==> config.mk <==
export PLATFORM = sky130hd
export DESIGN_NAME = mult_div_unit
export DESIGN_NICKNAME = d
export VERILOG_FILES = /design/src/rtl/mult_div_unit.sv
export SDC_FILE = /design/constraint.sdc
export NUM_CORES = 1
export LEC_CHECK = 0
export BUFFER_PORTS_ARGS = -buffer_cell sky130_fd_sc_hd__buf_2
export CAP_MARGIN = 40
export CORE_ASPECT_RATIO = 1.75
export CORE_MARGIN = 5
export CORE_UTILIZATION = 45
export DETAILED_ROUTE_END_ITERATION = 6
export GPL_ROUTABILITY_DRIVEN = 1
export PLACE_DENSITY = 0.73
export SETUP_SLACK_MARGIN = 0.02
export SLEW_MARGIN = 20
export SYNTH_ARGS = -nofsm -noshare
export SYNTH_HDL_FRONTEND = slang
export SYNTH_SLANG_ARGS = --single-unit
==> constraint.sdc <==
create_clock -name clk -period 5.3 [get_ports clk]
set_input_delay 1.06 -clock clk [delete_from_list [all_inputs] [get_ports clk]]
set_output_delay 1.06 -clock clk [all_outputs]
set_load 0.05 [all_outputs]
==> src/rtl/mult_div_unit.sv <==
// Iterative 32-bit multiply/divide unit with architectural HI/LO registers.
// Radix-2 shift-add multiply and restoring divide, one bit per cycle, sign fixup at the end.
module mult_div_unit #(
    parameter int WIDTH = 32
) (
    input  logic             clk,
    input  logic             reset,
    input  logic             Start,
    input  logic [1:0]       MDOperation,
    input  logic [WIDTH-1:0] A,
    input  logic [WIDTH-1:0] B,
    input  logic             WriteHI,
    input  logic             WriteLO,
    output logic             Busy,
    output logic             Done,
    output logic             DivByZero,
    output logic [WIDTH-1:0] HI,
    output logic [WIDTH-1:0] LO
);

    localparam int CNT_W = $clog2(WIDTH + 1);

    typedef enum logic [1:0] {IDLE, CALC, FIX} state_t;

    state_t state, next_state;
    logic   accept;

    logic signed [WIDTH-1:0] a_s, b_s;
    logic                    is_signed, a_neg, b_neg, b_zero;
    logic [WIDTH-1:0]        a_mag, b_mag;

    logic [CNT_W-1:0]   cnt;
    logic               op_div, neg_q, neg_r;
    logic [2*WIDTH-1:0] acc;
    logic [WIDTH-1:0]   rem;
    logic [WIDTH-1:0]   dvsr;

    logic [WIDTH:0]     mul_sum;
    logic [2*WIDTH-1:0] mul_next;
    logic [WIDTH:0]     div_shift, div_trial;
    logic               div_bit;

    function automatic logic [WIDTH-1:0] cneg_w(input logic [WIDTH-1:0] x, input logic n);
        return n ? (~x + WIDTH'(1)) : x;
    endfunction

    function automatic logic [2*WIDTH-1:0] cneg_2w(input logic [2*WIDTH-1:0] x, input logic n);
        return n ? (~x + (2*WIDTH)'(1)) : x;
    endfunction

    // Launch-time operand conditioning: signed ops work on magnitudes
    assign a_s       = A;
    assign b_s       = B;
    assign is_signed = ~MDOperation[0];
    assign a_neg     = is_signed && (a_s < 0);
    assign b_neg     = is_signed && (b_s < 0);
    assign a_mag     = cneg_w(A, a_neg);
    assign b_mag     = cneg_w(B, b_neg);
    assign b_zero    = (B == '0);

    // Multiply step: acc = {partial product, remaining multiplier bits}
    assign mul_sum  = {1'b0, acc[2*WIDTH-1:WIDTH]} + {1'b0, (acc[0] ? dvsr : '0)};
    assign mul_next = {mul_sum, acc[WIDTH-1:1]};

    // Divide step: low half of acc shifts dividend out and quotient in
    assign div_shift = {rem, acc[WIDTH-1]};
    assign div_trial = div_shift - {1'b0, dvsr};
    assign div_bit   = ~div_trial[WIDTH];

    always_ff @(posedge clk) begin
        if (!reset) state <= IDLE;
        else        state <= next_state;
    end

    always_comb begin
        next_state = state;
        accept     = 1'b0;
        case (state)
            IDLE: begin
                if (Start) begin
                    accept     = 1'b1;
                    next_state = (MDOperation[1] && b_zero) ? FIX : CALC;
                end
            end
            CALC:    if (cnt == CNT_W'(1)) next_state = FIX;
            FIX:     next_state = IDLE;
            default: next_state = IDLE;
        endcase
    end

    assign Busy = (state != IDLE);

    // Iteration datapath
    always_ff @(posedge clk) begin
        if (accept) begin
            acc    <= {{WIDTH{1'b0}}, a_mag};
            dvsr   <= b_mag;
            rem    <= '0;
            op_div <= MDOperation[1];
            neg_q  <= a_neg ^ b_neg;
            neg_r  <= a_neg;
            cnt    <= CNT_W'(WIDTH);
        end else if (state == CALC) begin
            cnt <= cnt - CNT_W'(1);
            if (op_div) begin
                rem              <= div_bit ? div_trial[WIDTH-1:0] : div_shift[WIDTH-1:0];
                acc[WIDTH-1:0]   <= {acc[WIDTH-2:0], div_bit};
            end else begin
                acc <= mul_next;
            end
        end
    end

    // Architectural results and status
    always_ff @(posedge clk) begin
        if (!reset) begin
            HI        <= '0;
            LO        <= '0;
            Done      <= 1'b0;
            DivByZero <= 1'b0;
        end else begin
            Done <= (state == FIX);
            if (accept) DivByZero <= MDOperation[1] && b_zero;
            if (state == FIX) begin
                if (!DivByZero) begin
                    if (op_div) begin
                        LO <= cneg_w(acc[WIDTH-1:0], neg_q);
                        HI <= cneg_w(rem, neg_r);
                    end else begin
                        {HI, LO} <= cneg_2w(acc, neg_q);
                    end
                end
            end else if (state == IDLE && !Start) begin
                if (WriteHI) HI <= A;
                if (WriteLO) LO <= A;
            end
        end
    end

endmodule

==> flow_metrics.env <==
export IMPL_coreArea_um2=34500
export IMPL_ys_ff_latch=205
export IMPL_synth_cells=2029
export IMPL_crit_buf_inv=3
export IMPL_via_count=15567
export IMPL_cpLargestDelayFamily="compound AO/OA/AOI/OAI gates"
export IMPL_die_w_um=151
export IMPL_relSlewSlack_pct=39.9
export IMPL_finalCritPeriodShare_pct=73.3
export IMPL_fill_cells=3363
export IMPL_antenna_found_initial=2
export IMPL_cts_resized=0
export IMPL_crit_path_max_fanout=38
export IMPL_tightest_slew_ps=893
export IMPL_grt_max_degree=66
export IMPL_cellPowerDensity_nw_per_um2=345
export IMPL_critical_path_cell_chain="inv_1, ha_1, fa_1, nand2b_1, a21oi_1, o311ai_0, buf_4, a21oi_1, or4_1, nand3_2, buf_4, a2111oi_0, a21oi_1, o21ai_0"
export IMPL_rows=90
export IMPL_cp_required_ps=5770
export IMPL_async_flop_share_pct=0
export IMPL_root_buffer="clkbuf_16"
export IMPL_max_freq_mhz=257
export IMPL_critPathArrivalTime_ps=4350
export IMPL_status="finished clean"
export IMPL_cts_buffer_depth=3
export IMPL_grt_usage_pct=28.2
export IMPL_die_area_um2=38700
export IMPL_most_common_layout_cells="227 x a21oi_1, 222 x nand2_1, 208 x nor2_1, 172 x o21ai_0"
export IMPL_worstHoldPathType="reg -> reg"
export IMPL_dp_cells=2537
export IMPL_dp_hpwl_mm=43.6
export IMPL_post_cts_buffers=0
export IMPL_vdd_ir_drop_max_mv=0.145
export IMPL_area_delta_synth_final_pct=11.6
export IMPL_fin_cells=2579
export IMPL_drive_above_1_share_pct=11.2
export IMPL_start_util_pct=45.4
export IMPL_antennaDiodeCount=0
export IMPL_crit_path_end_kind="flop"
export IMPL_tns_ps=0
export IMPL_synth_largest_area_cell="dfxtp_1"
export IMPL_synth_area_um2=15600
export IMPL_final_area_um2=17500
export IMPL_numCtsBuffers=22
export IMPL_clkTransAtPathRegs_ps=70
export IMPL_yosys_top_cells_area="dfxtp_1 18%, edfxtp_1 13%, a21oi_1 7.3%"
export IMPL_grt_pass1_wl_mm=85.1
export IMPL_final_setup_viol_count=0
export IMPL_grt_pass1_vias=15166
export IMPL_synth_distinct_cells=77
export IMPL_rsz0062_at_grt="no"
export IMPL_cts_hold_buffers=0
export IMPL_pin_count=138
export IMPL_drv_slew=0
export IMPL_cpMostUsedCell="a21oi_1"
export IMPL_synth_top_area_share_pct=17.7
export IMPL_htreeDepth=1
export IMPL_yosys_most_used_dff="dfxtp_1"
export IMPL_gp_congestion=0.981
export IMPL_hold_ws_ps=458
export IMPL_drc=0
export IMPL_min_period_ps=3890
export IMPL_syn_area_per_cell_um2=7.71
export IMPL_cpPeakStageDelay_ps=560
export IMPL_first_pass_iters=6
export IMPL_critical_path_class="reg -> reg"
export IMPL_cts_sinks=205
export IMPL_port_buffers=137
export IMPL_dpl_cell_area_um2=16700
export IMPL_final_antenna_net_count=0
export IMPL_die_y_um=257
export IMPL_overflow=0
export IMPL_p_leak_nw=7.25
export IMPL_wire_per_inst_um=21.8
export IMPL_layout_commonest_cell="a21oi_1"
export IMPL_clk_insertion_delay_late_ps=540
export IMPL_hold_viol=0
export IMPL_synth_edf_count=67
export IMPL_cts_tree="yes"
export IMPL_drt_total_wl_mm=56.2
export IMPL_start_kind="flop"
export IMPL_fin_skew_ps=17.3
export IMPL_drt_initial_drc_count=1075
export IMPL_slowest_stage="nand3_2"
export IMPL_ys_warn_count=0
export IMPL_vias_per_cell=6.04
export IMPL_ys_seq_area_share_pct=30.5
export IMPL_nets=2247
export IMPL_maxCapViolCount=0
export IMPL_synthesis_nets=2172
==> cell usage after synthesis, types with 19 or more instances <==
cell type,n
inv_1,66
nor3_1,45
a31oi_1,21
a21o_1,29
ha_1,70
clkbuf_1,101
dfxtp_1,138
o31ai_1,33
a211oi_1,40
nor2_1,210
edfxtp_1,67
o21ai_0,175
xnor2_1,101
a21oi_1,227
xor2_1,92
nand3_1,43
nand2_1,222
mux2i_1,40
nor4_1,25
or3_1,19
o211ai_1,29
==> metrics by stage <==
step / utilization, % / power [W] / worst slack (ps)
global placement: 48.4 / 0.00436 / 1380
global route: 50.6 / 0.00632 / 1020
CTS: 50.6 / 0.00599 / 1380
floorplan: - / 0.00372 / 1950
finish: 50.6 / 0.00602 / 1410
detailed placement: 48.5 / 0.00440 / 1400
==> state kept, by name, indices dropped and copies added (netlist names) <==
name / cells
rem: 32
HI: 32
acc: 64
Done: 1
op_div: 1
neg_r: 1
LO: 32
dvsr: 32
neg_q: 1
DivByZero: 1
state: 2
cnt: 6
==> final timing paths <==
kind | start | end | slack, ps | depth (start not counted)
setup / recovery | acc[31]$_DFFE_PP_ | rem[31]$_SDFFE_PP0P_ | 1410 | 14
hold / removal | LO[4]$_SDFFE_PN0P_ | LO[4]$_SDFFE_PN0P_ | 460 | 2
setup reg to reg | acc[31]$_DFFE_PP_ | rem[31]$_SDFFE_PP0P_ | 1410 | 14
hold reg to reg | LO[4]$_SDFFE_PN0P_ | LO[4]$_SDFFE_PN0P_ | 460 | 2
==> logic make-up (layout without fill, tap and decap cells) <==
logic type / count (synthesis) / in the layout / synth area share, %
AOI/OAI and AO/OA: 652 / 652 / 25.4
xor gates and xnor gates: 193 / 193 / 10.8
adders and majority gates: 72 / 72 / 5.86
buffers and inverters: 183 / 273 / 4.42
DFF: 205 / 205 / 30.5
muxes: 43 / 43 / 2.78
and+or+nand+nor: 681 / 681 / 20.2
==> per-layer routing <==
metal / GRT usage [%] / wire [um]
met1: 28.9 / 19100
met4: 23.4 / 5700
met2: 48.9 / 27300
met5: 0 / 13
met3: 5.02 / 4100
==> final cells by class <==
class / instances / area [um2] / share of cell area [%]
Clock buffer: 32 / 693 / 3.97
Clock inverter: 7 / 36.3 / 0.208
Inverter: 68 / 258 / 1.48
Multi-Input combinational cell: 1641 / 10200 / 58.4
Sequential cell: 205 / 4770 / 27.4
Tap cell: 460 / 576 / 3.30
Timing Repair Buffer: 166 / 921 / 5.28
==> power breakdown <==
| group | leakage (nW) | internal, W | total (W) | switching, W |
|---|---|---|---|---|
| Sequential | 1.78 | 0.00187 | 0.00216 | 0.000295 |
| Combinational | 5.10 | 0.000792 | 0.00226 | 0.00147 |
| Clock | 0.367 | 0.000909 | 0.00160 | 0.000687 |
==> worst reg2reg max path: cells and delay by family, from the launching register on <==
family,cells,cell delay (ps)
buffers and inverters,3,710
AO/OA/AOI/OAI,6,1160
AND/OR/NAND/NOR,3,870
adder cells (fa/ha/maj),2,650
flip-flops,1,430
Note: power is estimated with default switching activity, not from simulation.
